--- src/rtl/posit_32_3_encoder.sv ---
// posit(32,3) encoder: packs sign/regime/exponent/fraction fields into a posit word.
// Three register stages: regime build, truncate + round-to-nearest-even, sign and specials.
module posit_32_3_encoder #(
    parameter int N  = 32,
    parameter int ES = 3,
    parameter int RS = 6,
    parameter int FS = N - 3 - ES
) (
    input  logic                 clk,
    input  logic                 rst_n,
    input  logic                 in_valid,
    output logic                 in_ready,
    input  logic                 sign,
    input  logic signed [RS-1:0] regi,
    input  logic [ES-1:0]        expo,
    input  logic [FS-1:0]        frac,
    input  logic                 allzero,
    input  logic                 inf,
    output logic                 out_valid,
    input  logic                 out_ready,
    output logic [N-1:0]         out
);

    localparam int SW  = 2 * N - 2;        // 62-bit left-aligned regime/expo/frac string
    localparam int WW  = 64;                // seed width before dropping the 2 spare LSBs
    localparam int PAD = WW - 2 - ES - FS;
    localparam logic [N-2:0] MAXPOS = '1;
    localparam logic [N-2:0] MINPOS = {{(N-2){1'b0}}, 1'b1};

    // Handshake: a word moves on both ports only when valid and ready are high at the
    // same rising edge; the whole pipeline advances together on en, so a stalled output
    // holds out/out_valid and freezes every stage behind it.
    logic en;
    assign en        = ~out_valid | out_ready;
    assign in_ready  = en;

    // ---------------- stage 1: regime build ----------------
    logic          v1_q;
    logic [SW-1:0] str1_q, str1_d;
    logic          sat1_q, sat1_d;
    logic          satlo1_q, satlo1_d;
    logic          sign1_q, inf1_q, zero1_q;

    logic [WW-1:0] seed_hi, seed_lo, shifted;
    logic [4:0]    sh_amt;
    logic          sat_hi, sat_lo;

    assign seed_hi = {2'b10, expo, frac, {PAD{1'b0}}};
    assign seed_lo = {2'b01, expo, frac, {PAD{1'b0}}};
    assign sat_hi  = regi > 6'sd30;
    assign sat_lo  = regi < -6'sd30;

    always_comb begin
        sh_amt   = '0;
        shifted  = '0;
        sat1_d   = sat_hi | sat_lo;
        satlo1_d = sat_lo;
        if (regi >= 6'sd0) begin
            // arithmetic shift of 1,0,... by k yields k+1 ones followed by the terminator
            sh_amt  = regi[4:0];
            shifted = $signed(seed_hi) >>> sh_amt;
        end else begin
            // ~k == -k-1 : logical shift of 0,1,... gives -k zeros then the terminator
            sh_amt  = ~regi[4:0];
            shifted = seed_lo >> sh_amt;
        end
        str1_d = shifted[WW-1:WW-SW];
    end

    always_ff @(posedge clk or negedge rst_n) begin
        if (!rst_n) begin
            v1_q     <= 1'b0;
            str1_q   <= '0;
            sat1_q   <= 1'b0;
            satlo1_q <= 1'b0;
            sign1_q  <= 1'b0;
            inf1_q   <= 1'b0;
            zero1_q  <= 1'b0;
        end else if (en) begin
            v1_q     <= in_valid;
            str1_q   <= str1_d;
            sat1_q   <= sat1_d;
            satlo1_q <= satlo1_d;
            sign1_q  <= sign;
            inf1_q   <= inf;
            zero1_q  <= allzero;
        end
    end

    // ---------------- stage 2: truncate and round ----------------
    logic          v2_q;
    logic [N-2:0]  mag2_q, mag2_d;
    logic          sign2_q, inf2_q, zero2_q;

    logic [N-2:0]  trunc;
    logic          guard, sticky, rnd_up;
    logic [N-1:0]  sum;

    assign trunc  = str1_q[SW-1:SW-(N-1)];
    assign guard  = str1_q[SW-N];
    assign sticky = |str1_q[SW-N-1:0];
    assign rnd_up = guard & (trunc[0] | sticky);
    assign sum    = {1'b0, trunc} + {{(N-1){1'b0}}, rnd_up};

    always_comb begin
        mag2_d = sum[N-2:0];
        if (sum[N-1])
            mag2_d = MAXPOS;
        if (sat1_q)
            mag2_d = satlo1_q ? MINPOS : MAXPOS;
    end

    always_ff @(posedge clk or negedge rst_n) begin
        if (!rst_n) begin
            v2_q    <= 1'b0;
            mag2_q  <= '0;
            sign2_q <= 1'b0;
            inf2_q  <= 1'b0;
            zero2_q <= 1'b0;
        end else if (en) begin
            v2_q    <= v1_q;
            mag2_q  <= mag2_d;
            sign2_q <= sign1_q;
            inf2_q  <= inf1_q;
            zero2_q <= zero1_q;
        end
    end

    // ---------------- stage 3: sign and specials ----------------
    logic          out_valid_q;
    logic [N-1:0]  out_q, out_d;
    logic [N-1:0]  word;

    assign word = {1'b0, mag2_q};

    always_comb begin
        out_d = sign2_q ? (~word + 1'b1) : word;
        if (inf2_q)
            out_d = {1'b1, {(N-1){1'b0}}};
        else if (zero2_q)
            out_d = '0;
    end

    always_ff @(posedge clk or negedge rst_n) begin
        if (!rst_n) begin
            out_valid_q <= 1'b0;
            out_q       <= '0;
        end else if (en) begin
            out_valid_q <= v2_q;
            out_q       <= out_d;
        end
    end

    assign out_valid = out_valid_q;
    assign out       = out_q;

endmodule

--- config.mk ---
export PLATFORM = sky130hd
export DESIGN_NAME = posit_32_3_encoder
export DESIGN_NICKNAME = d
export VERILOG_FILES = /design/src/rtl/posit_32_3_encoder.sv
export SDC_FILE = /design/constraint.sdc
export NUM_CORES = 1
export LEC_CHECK = 0
export ABC_AREA = 1
export BUFFER_PORTS_ARGS = -buffer_cell sky130_fd_sc_hd__buf_2
export CAP_MARGIN = 20
export CELL_PAD_IN_SITES_DETAIL_PLACEMENT = 1
export CELL_PAD_IN_SITES_GLOBAL_PLACEMENT = 2
export CORE_MARGIN = 3
export CORE_UTILIZATION = 34
export DETAILED_ROUTE_END_ITERATION = 12
export PLACE_DENSITY_LB_ADDON = 0.12
export SYNTH_ARGS = -nofsm -noshare
export SYNTH_HDL_FRONTEND = slang
export SYNTH_SLANG_ARGS = --single-unit
--- constraint.sdc ---
create_clock -name clk -period 2.1 [get_ports clk]
set_input_delay 0.21 -clock clk [delete_from_list [all_inputs] [get_ports clk]]
set_output_delay 0.21 -clock clk [all_outputs]
set_load 0.01 [all_outputs]
# [After elaboration in Yosys (flattened, before gate mapping)]
# Cells that the tools add are included.
[word_totals] ff_bits=136 latchBits=0 ram_bits=0 rom_bits=0 wordCells=36 mem_count=0
[op_classes] add_sub_neg=2 n_mul=0 div_mod_pow=0 n_lt_le_gt_ge=3 n_eq_ne=0 shift=2 n_mux=7 n_bitwise=7 n_reduce_logical=1
[op_table] cell="$mux 32" count=3
[op_table] cell="$mux 31" count=3
[op_table] cell="$mux 64" count=1
[op_table] cell="$shr 63x5->64" count=1
[op_table] cell="$sshr 64x5->64" count=1
[op_table] cell="$add 31x1->32" count=1
[op_table] cell="$add 32x1->32 const B" count=1
[op_table] cell="$not 31->32" count=1
[op_table] cell="$reduce_or 30->1" count=1
[op_table] cell="$ge 6x1->1 const B" count=1
[op_table] cell="$gt 6x6->1 const B" count=1
[op_table] cell="$lt 6x6->1 const B" count=1
[op_table] cell="$not 5->5" count=1
[op_table] cell="$or 1x1->1" count=3
[op_table] cell="$and 1x1->1" count=1
[op_table] cell="$not 1->1" count=1

# [Depth between registers and ports, before layout]
# Gate-level depths: netlist of the first run.
[logic_depth] ltp_word=6 ltp_mapped=13 ltp_nobuf=12

# [Worst setup path before layout of the first run]
# OpenSTA, ideal clock, no wires.
[synth_timing] path_kind="register to register" start="register str1_q[30]" end="register mag2_q[16]" setup_time_ns=0.123 t_arrival_ns=1.599 path_slack_ns=0.378 stages_incl_launch_ff=11 n_path_buf=0 path_cell_list="dfrtp_1 -> nand2_1 -> inv_1 -> ha_1 -> inv_1 -> nor2_1 -> nand3_1 -> nor2_1 -> xor2_1 -> o21ai_0 -> nand2_1"
[synth_between] elab_chain_cells=4
[synth_rtl] item="start: declaration" line="39" source="logic [SW-1:0] str1_q, str1_d;"
[synth_rtl] item="start signal: assignment" line="81" source="str1_q <= str1_d;"
[synth_rtl] item="$and 1x1->1" line="102" source="assign rnd_up = guard & (trunc[0] | sticky);"
[synth_rtl] item="$add 31x1->32" line="103" source="assign sum = {1'b0, trunc} + {{(N-1){1'b0}}, rnd_up};"
[synth_rtl] item="$mux 31" line="107" source="if (sum[N-1])"
[synth_rtl] item="$mux 31" line="109" source="if (sat1_q)"
[synth_rtl] item="end signal: assignment" line="122" source="mag2_q <= mag2_d;"
[synth_rtl] item="end: declaration" line="92" source="logic [N-2:0] mag2_q, mag2_d;"
# Every way passes these cells.
# A chain may end at the register's enable or synchronous reset.

# [Worst setup path in the final report of the first run]
[layout_timing] start="register str1_q[44]" end="register mag2_q[17]"
[layout_between] elab_chain_cells=3
[layout_rtl] item="$add 31x1->32" line="103"
[layout_rtl] item="$mux 31" line="107"
[layout_rtl] item="$mux 31" line="109"
# Every way passes these cells.

==> flow_metrics.py, run 1 <==
metrics = {
    "global_route": {
        "antenna_found_initial": 0,
        "grt_max_degree": 63,
        "track_usage": 0.277,
        "grt_pass1_wl_um": 72800,
        "gr-total-overflow": 0,
        "first_global_vias": 12600,
    },
    "timing": {
        "period_share": 0.925,
        "max_freq_mhz": 515,
        "slew_viol_final": 0,
        "setup_viol": 0,
        "clock_skew_ns": 0.0131,
        "setup_tns_ns": 0,
        "tightest_slew_ns": 0.726,
        "relSlewSlack": 0.515,
        "period_needed_ns": 1.94,
        "rsz0062_at_grt": "false",
        "finalHoldViolCount": 0,
    },
    "critical_path": {
        "cp_data_required_time_ns": 2.43,
        "start_kind": "flop",
        "r2r-start": "str1_q[44]",
        "cp_common_cell": "nand2_1",
        "slowest_stage": "dfrtp_1",
        "endpoint": "mag2_q[17]",
        "arrival_ns": 2.28,
        "worst_path_dominant_cell_family": "simple AND/OR/NAND/NOR gates",
        "critPathKind": "reg -> reg",
        "cp.depth": 8,
        "reg2regPathDepth": 8,
        "rrSetupSlack_ns": 0.16,
        "crit_path_cell_trace": "nand2_1 -> nor3_4 -> nand2_1 -> nor3_1 -> xor2_1 -> nand2_1 -> nand2_1 -> nand2_1",
        "startpoint": "str1_q[44]",
        "cp_max_fo": 4,
        "r2r_end": "mag2_q[17]",
        "crit_buf_inv": 0,
        "critPathMaxStageDelay_ns": 0.49,
        "crit_path_end_kind": "flop",
    },
    "place": {
        "io_buffers": 75,
        "placed_cells": 2169,
        "post-dp-hpwl_um": 36500,
        "gp_congestion": 0.933,
    },
    "finish": {
        "regMostFlops": "str1_q",
        "nNetsFinal": 1841,
        "layoutNonFillerInstCount": 2206,
        "synthToLayoutAreaGrowth_pct": 15.0,
        "fillers": 4139,
        "n_antenna_cell": 0,
        "drive_gt1_frac": 0.111,
        "largest_reg_flops": 62,
    },
    "logic_synthesis": {
        "synth_cell_types": 45,
        "synth-seq-cells": 136,
        "synth_area_um2": 10800,
        "syn-num-nets": 1786,
        "yosysSeqAreaShare": 0.316,
        "ys_async_sr_fraction": 1.00,
        "synth_top_cell_area_share": 0.316,
        "synth_area_leaders": "dfrtp_1, nand3_1, nand2_1",
        "ys.warnings.count": 0,
        "synth_edf_count": 0,
        "yosysTopAreaCell": "dfrtp_1",
        "postSynthCellCount": 1742,
        "synth_flop_cell": "dfrtp_1",
        "avgSynthCellArea_um2": 6.19,
    },
    "clock_network": {
        "clk_pin_slew_ns": 0.08,
        "root_buffer": "clkbuf_16",
        "cts_max_level": 4,
        "worstSkewPairLatency_ns": 0.44,
        "cts_made_buffers": 17,
        "cts.sinks": 136,
        "cts_tree": "built",
        "cts_buffer_depth": 2,
    },
    "routing": {
        "vias": 12400,
        "vias_per_cell": 5.63,
        "drt-wirelength-per-cell_um": 21.0,
        "routed_wl_um": 46400,
        "drt_pre_antenna_iters": 5,
        "drtIter0Drc": 816,
        "drcViolationCount": 0,
        "antenna_left": 0,
    },
    "floorplanning": {
        "core_area_um2": 30900,
        "die-area_um2": 33900,
        "start_util": 0.349,
        "chipHeight_um": 184,
        "core.rowCount": 64,
        "pin_count": 76,
        "fp.dieW_um": 184,
    },
    "outcome": {
        "outcome": "complete, no violations",
    },
    "worst_hold_path": {
        "hold_class": "in -> reg",
    },
    "power_and_ir_drop": {
        "power_leakage_nw": 5.99,
        "p_per_area_nw_per_um2": 1030,
        "peakVddDrop_mv": 0.625,
    },
    "run": {
        "cap_violations": 0,
    },
}
repair_timing:
item                       CTS  global route
hold endpoints to repair    49             0
buffers inserted             0             0
setup endpoints to repair    0            11
hold buffers                 5             0
resized for setup            0             6
where the power goes:
part	switching [mW]	internal [mW]	total, mW	leakage, nW
Clock	1.38	1.80	3.18	0.286
Combinational	3.49	1.72	5.22	4.05
Sequential	0.857	3.53	4.39	1.66
Total	5.73	7.05	12.8	5.99
metal layers:
layer	vias up	GRT usage	part of all wire
li1	5971	-	-
met1	6070	0.355	0.44
met2	299	0.483	0.49
met3	77	0.0274	0.031
met4	0	0.105	0.039
met5	-	0	0
final cells by class:
type | instances | area, um^2 | area share
clock buffer | 17 | 425 | 0.0343
clock inverter | 15 | 184 | 0.0148
inverter | 110 | 417 | 0.0336
multi-input combinational | 1397 | 6530 | 0.526
sequential | 136 | 3400 | 0.274
tap | 396 | 495 | 0.0399
timing repair buffer | 135 | 957 | 0.0771
Yosys cell counts (all sizes together), types with 2 or more instances:
cell	n
nand3	529
nand2	447
nor2	188
dfrtp	136
inv	109
o21ai	93
buf	57
a21oi	42
clkbuf	42
nor3	21
nand4	17
xor2	17
a31oi	15
o211ai	5
xnor2	4
nand3b	3
or2	3
ha	2
nor3b	2
o311ai	2
o31ai	2
through the flow:
| stage | instance area, um^2 | util | hold slack [ns] | power [mW] | worst slack (ns) |
|---|---|---|---|---|---|
| floorplan | 10800 | - | -0.0856 | 7.46 | 0.378 |
| global placement | 11700 | 0.379 | 0.195 | 9.52 | 0.0487 |
| detailed placement | 11700 | 0.379 | 0.198 | 9.62 | 0.0469 |
| CTS | 12400 | 0.401 | 0.156 | 12.9 | 0.0214 |
| global route | 12400 | 0.401 | 0.185 | 13.7 | 0.0115 |
| finish | 12400 | 0.401 | 0.168 | 12.8 | 0.157 |
kinds of logic after synthesis:
kind of cell,count (synthesis),share of synthesized area
AOI/OAI and AO/OA,163,0.0817
xor gates and xnor gates,21,0.0171
adders and majority gates,2,0.00232
buffers and inverters,209,0.0825
DFF,136,0.316
and+or+nand+nor,1211,0.501
worst min-delay path by stage:
stage / from / end / cells past startpoint
after floorplan: rst_n / inf1_q / 0
after global placement: rst_n / mag2_q[14] / 1
after detailed placement: rst_n / mag2_q[14] / 1
after CTS: regi[5] / str1_q[61] / 2
after global routing: regi[4] / str1_q[59] / 3
final: regi[5] / str1_q[61] / 2
layout by cell type (no fill, tap or decap), types with 9 or more instances in the layout:
cell type and count:
dfrtp_1 136, xor2_1 17, buf_12 9, a31oi_1 15, nand4_1 16, nor2_2 11
buf_4 46, inv_1 101, nor3_1 18, o21ai_0 69, buf_2 74, nor2_1 173
a21oi_1 42, o21ai_1 22, nand3_1 527, nand2_1 443, clkbuf_16 17
No activity file was read; power rests on OpenSTA's default activity.
==> inputs of run 2 (changes only) <==
--- a/config.mk
+++ b/config.mk
@@ -5,13 +5,12 @@
 export SDC_FILE = /design/constraint.sdc
 export NUM_CORES = 1
 export LEC_CHECK = 0
-export ABC_AREA = 1
 export BUFFER_PORTS_ARGS = -buffer_cell sky130_fd_sc_hd__buf_2
 export CAP_MARGIN = 20
 export CELL_PAD_IN_SITES_DETAIL_PLACEMENT = 1
 export CELL_PAD_IN_SITES_GLOBAL_PLACEMENT = 2
 export CORE_MARGIN = 3
-export CORE_UTILIZATION = 34
+export CORE_UTILIZATION = 38
 export DETAILED_ROUTE_END_ITERATION = 12
 export PLACE_DENSITY_LB_ADDON = 0.12
 export SYNTH_ARGS = -nofsm -noshare
==> run 2 against run 1 <==
Effect of this change:
- cell area rose by 29%
- critical path type unchanged
- die area fell by 2.9%
- combinational power rose by 26%
- utilization rose by 13 points
- synthesized area rose by 8.4%
- the run now ends with setup timing left
- routed wire length rose by 18%
==> flow_metrics.py, run 2 <==
metrics = {
    "logic_synthesis": {
        "synth_most_common_cell": "nand2_1",
        "synth_area_um2": 11700,
        "ys_async_sr_fraction": 1.00,
        "synthMuxAreaShare": 0.196,
        "synth-seq-cells": 136,
        "synth_compound_area_frac": 0.230,
        "synthSimpleGateAreaFrac": 0.184,
        "synth_area_leaders": "dfrtp_1, mux4_2, nand2_1",
        "yosysTopAreaCell": "dfrtp_1",
        "synth_top_family_by_area": "compound AO/OA/AOI/OAI gates",
        "synth_top_cell_area_share": 0.291,
        "ys.warnings.count": 0,
        "yosysSeqAreaShare": 0.291,
        "synth_xor_area_frac": 0.0412,
        "synth_flop_cell": "dfrtp_1",
        "syn-num-nets": 1418,
        "avgSynthCellArea_um2": 8.51,
        "synth-adder-area-share": 0.00214,
        "synth_edf_count": 0,
        "synth_common_cells": "nand2_1, nor2_1, dfrtp_1",
        "postSynthCellCount": 1374,
        "synth_cell_types": 78,
    },
    "timing": {
        "setup_viol": 23,
        "period_needed_ns": 2.20,
        "period_share": 1.05,
        "finalHoldViolCount": 0,
        "setup_tns_ns": -0.971,
        "max_freq_mhz": 455,
        "relSlewSlack": 0.406,
        "slew_viol_final": 0,
        "fin_ws_ns": -0.0967,
        "whs_ns": 0.226,
        "tightest_slew_ns": 0.891,
        "rsz0062_at_grt": "true",
        "clock_skew_ns": 0.0161,
    },
    "power_and_ir_drop": {
        "peakVddDrop_mv": 0.568,
        "power_leakage_nw": 6.89,
        "p_per_area_nw_per_um2": 874,
    },
    "routing": {
        "vias": 12800,
        "vias_per_cell": 6.14,
        "drcViolationCount": 0,
        "drt_pre_antenna_iters": 5,
        "antenna_left": 0,
        "drtIter0Drc": 1005,
        "routed_wl_um": 54600,
        "drt-wirelength-per-cell_um": 26.1,
    },
    "critical_path": {
        "r2r-start": "mag2_q[15]",
        "critPathMaxStageDelay_ns": 0.54,
        "reg2regPathDepth": 8,
        "crit_path_end_kind": "flop",
        "arrival_ns": 2.49,
        "crit_buf_inv": 2,
        "slowest_stage": "or4_4",
        "startpoint": "mag2_q[15]",
        "start_kind": "flop",
        "rrSetupSlack_ns": -0.1,
        "cp_max_fo": 4,
        "cp_data_required_time_ns": 2.39,
        "endpoint": "out[28]",
        "worst_path_dominant_cell_family": "simple AND/OR/NAND/NOR gates",
        "critPathKind": "reg -> reg",
        "cp.depth": 8,
        "r2r_end": "out[28]",
        "crit_path_cell_trace": "or4_4 -> nor4_2 -> buf_4 -> nand4_1 -> buf_6 -> o41ai_4 -> xor2_1 -> o21ai_1",
    },
    "finish": {
        "final_core_util": 0.533,
        "seq_area_um2": 3400,
        "layout_commonest_cell": "buf_4",
        "fillers": 3545,
        "nNetsFinal": 1731,
        "largest_reg_flops": 62,
        "synthToLayoutAreaGrowth_pct": 36.6,
        "n_antenna_cell": 0,
        "layoutNonFillerInstCount": 2090,
        "multi_input_area_um2": 8070,
        "drive_gt1_frac": 0.368,
        "regMostFlops": "str1_q",
        "final_cell_mix": "buf_4, nand2_1, nor2_1, dfrtp_1, o21ai_0",
    },
    "floorplanning": {
        "start_util": 0.390,
        "fp.dieW_um": 181,
        "die-area_um2": 32900,
        "chipHeight_um": 181,
        "core.rowCount": 63,
        "core_area_um2": 30000,
        "pin_count": 76,
    },
    "clock_network": {
        "cts_made_buffers": 17,
        "cts_max_level": 4,
        "cts_tree": "built",
        "clk_pin_slew_ns": 0.07,
        "worstSkewPairLatency_ns": 0.45,
        "cts.sinks": 136,
        "root_buffer": "clkbuf_16",
        "cts_buffer_depth": 2,
    },
    "place": {
        "post-dp-hpwl_um": 42700,
        "gp_congestion": 1.01,
        "post-place-ws_ns": -0.422,
        "io_buffers": 75,
        "placed_cells": 2042,
    },
    "run": {
        "cap_violations": 0,
    },
    "global_route": {
        "antenna_found_initial": 0,
        "grt_pass1_wl_um": 83800,
        "gr-total-overflow": 0,
        "track_usage": 0.330,
        "first_global_vias": 13500,
        "grt_max_degree": 51,
    },
    "outcome": {
        "outcome": "complete, but fails checks",
        "violations": "setup timing",
    },
    "worst_hold_path": {
        "hold_class": "in -> reg",
    },
}
run 2: final cells by class:
cell class / count / share of cell area
multi-input combinational: 1090 / 0.506
sequential: 136 / 0.213
timing repair buffer: 429 / 0.211
tap: 390 / 0.0306
clock buffer: 19 / 0.0277
clock inverter: 13 / 0.00839
inverter: 13 / 0.00314
run 2: report_power, final:
part	internal, mW	leakage (nW)	switching, mW	total (mW)
clock	1.69	0.273	1.35	3.04
combinational	3.02	4.97	3.58	6.60
sequential	3.51	1.65	0.815	4.32
run 2: routing by layer:
layer	part of all wire	GRT usage	wire length, um	vias up
met1	0.40	0.402	21700	6451
met3	0.049	0.0433	2700	139
met4	0.052	0.151	2820	0
li1	-	-	-	5760
met5	0	0	0	-
met2	0.50	0.582	27400	484
run 2: per-stage QoR:
stage | instance area [um^2] | power, mW
6_report | 16000 | 14.0
5_1_grt | 16000 | 14.8
2_1_floorplan | 11700 | 7.44
3_3_place_gp | 14800 | 10.2
3_5_place_dp | 14800 | 10.4
4_1_cts | 15700 | 13.7
run 2: how the worst min path moves through the flow:
| stage | from | endpoint | depth (start not counted) |
|---|---|---|---|
| 2_1_floorplan | rst_n | inf1_q | 0 |
| 3_3_place_gp | rst_n | out[12] | 1 |
| 3_5_place_dp | rst_n | out[14] | 1 |
| 4_1_cts | regi[5] | str1_q[24] | 2 |
| 5_1_grt | regi[5] | str1_q[24] | 2 |
| 6_report | regi[5] | str1_q[24] | 2 |
run 2: kinds of logic (layout without fill, tap and decap cells):
group / count (synthesis) / in the layout
AO/OA/AOI/OAI: 394 / 395
XOR/XNOR: 55 / 55
multiplexers: 159 / 159
flip-flops: 136 / 136
adder cells (fa/ha/maj): 2 / 2
AND/OR/NAND/NOR: 479 / 479
buffers and inverters: 149 / 474
run 2: what timing repair did:
action,4_1_cts,5_1_grt
buffers inserted,2,9
hold buffers,5,0
cloned,1,0
pin swaps,12,27
setup endpoints to repair,49,53
hold endpoints to repair,48,0
gates resized for setup,43,48
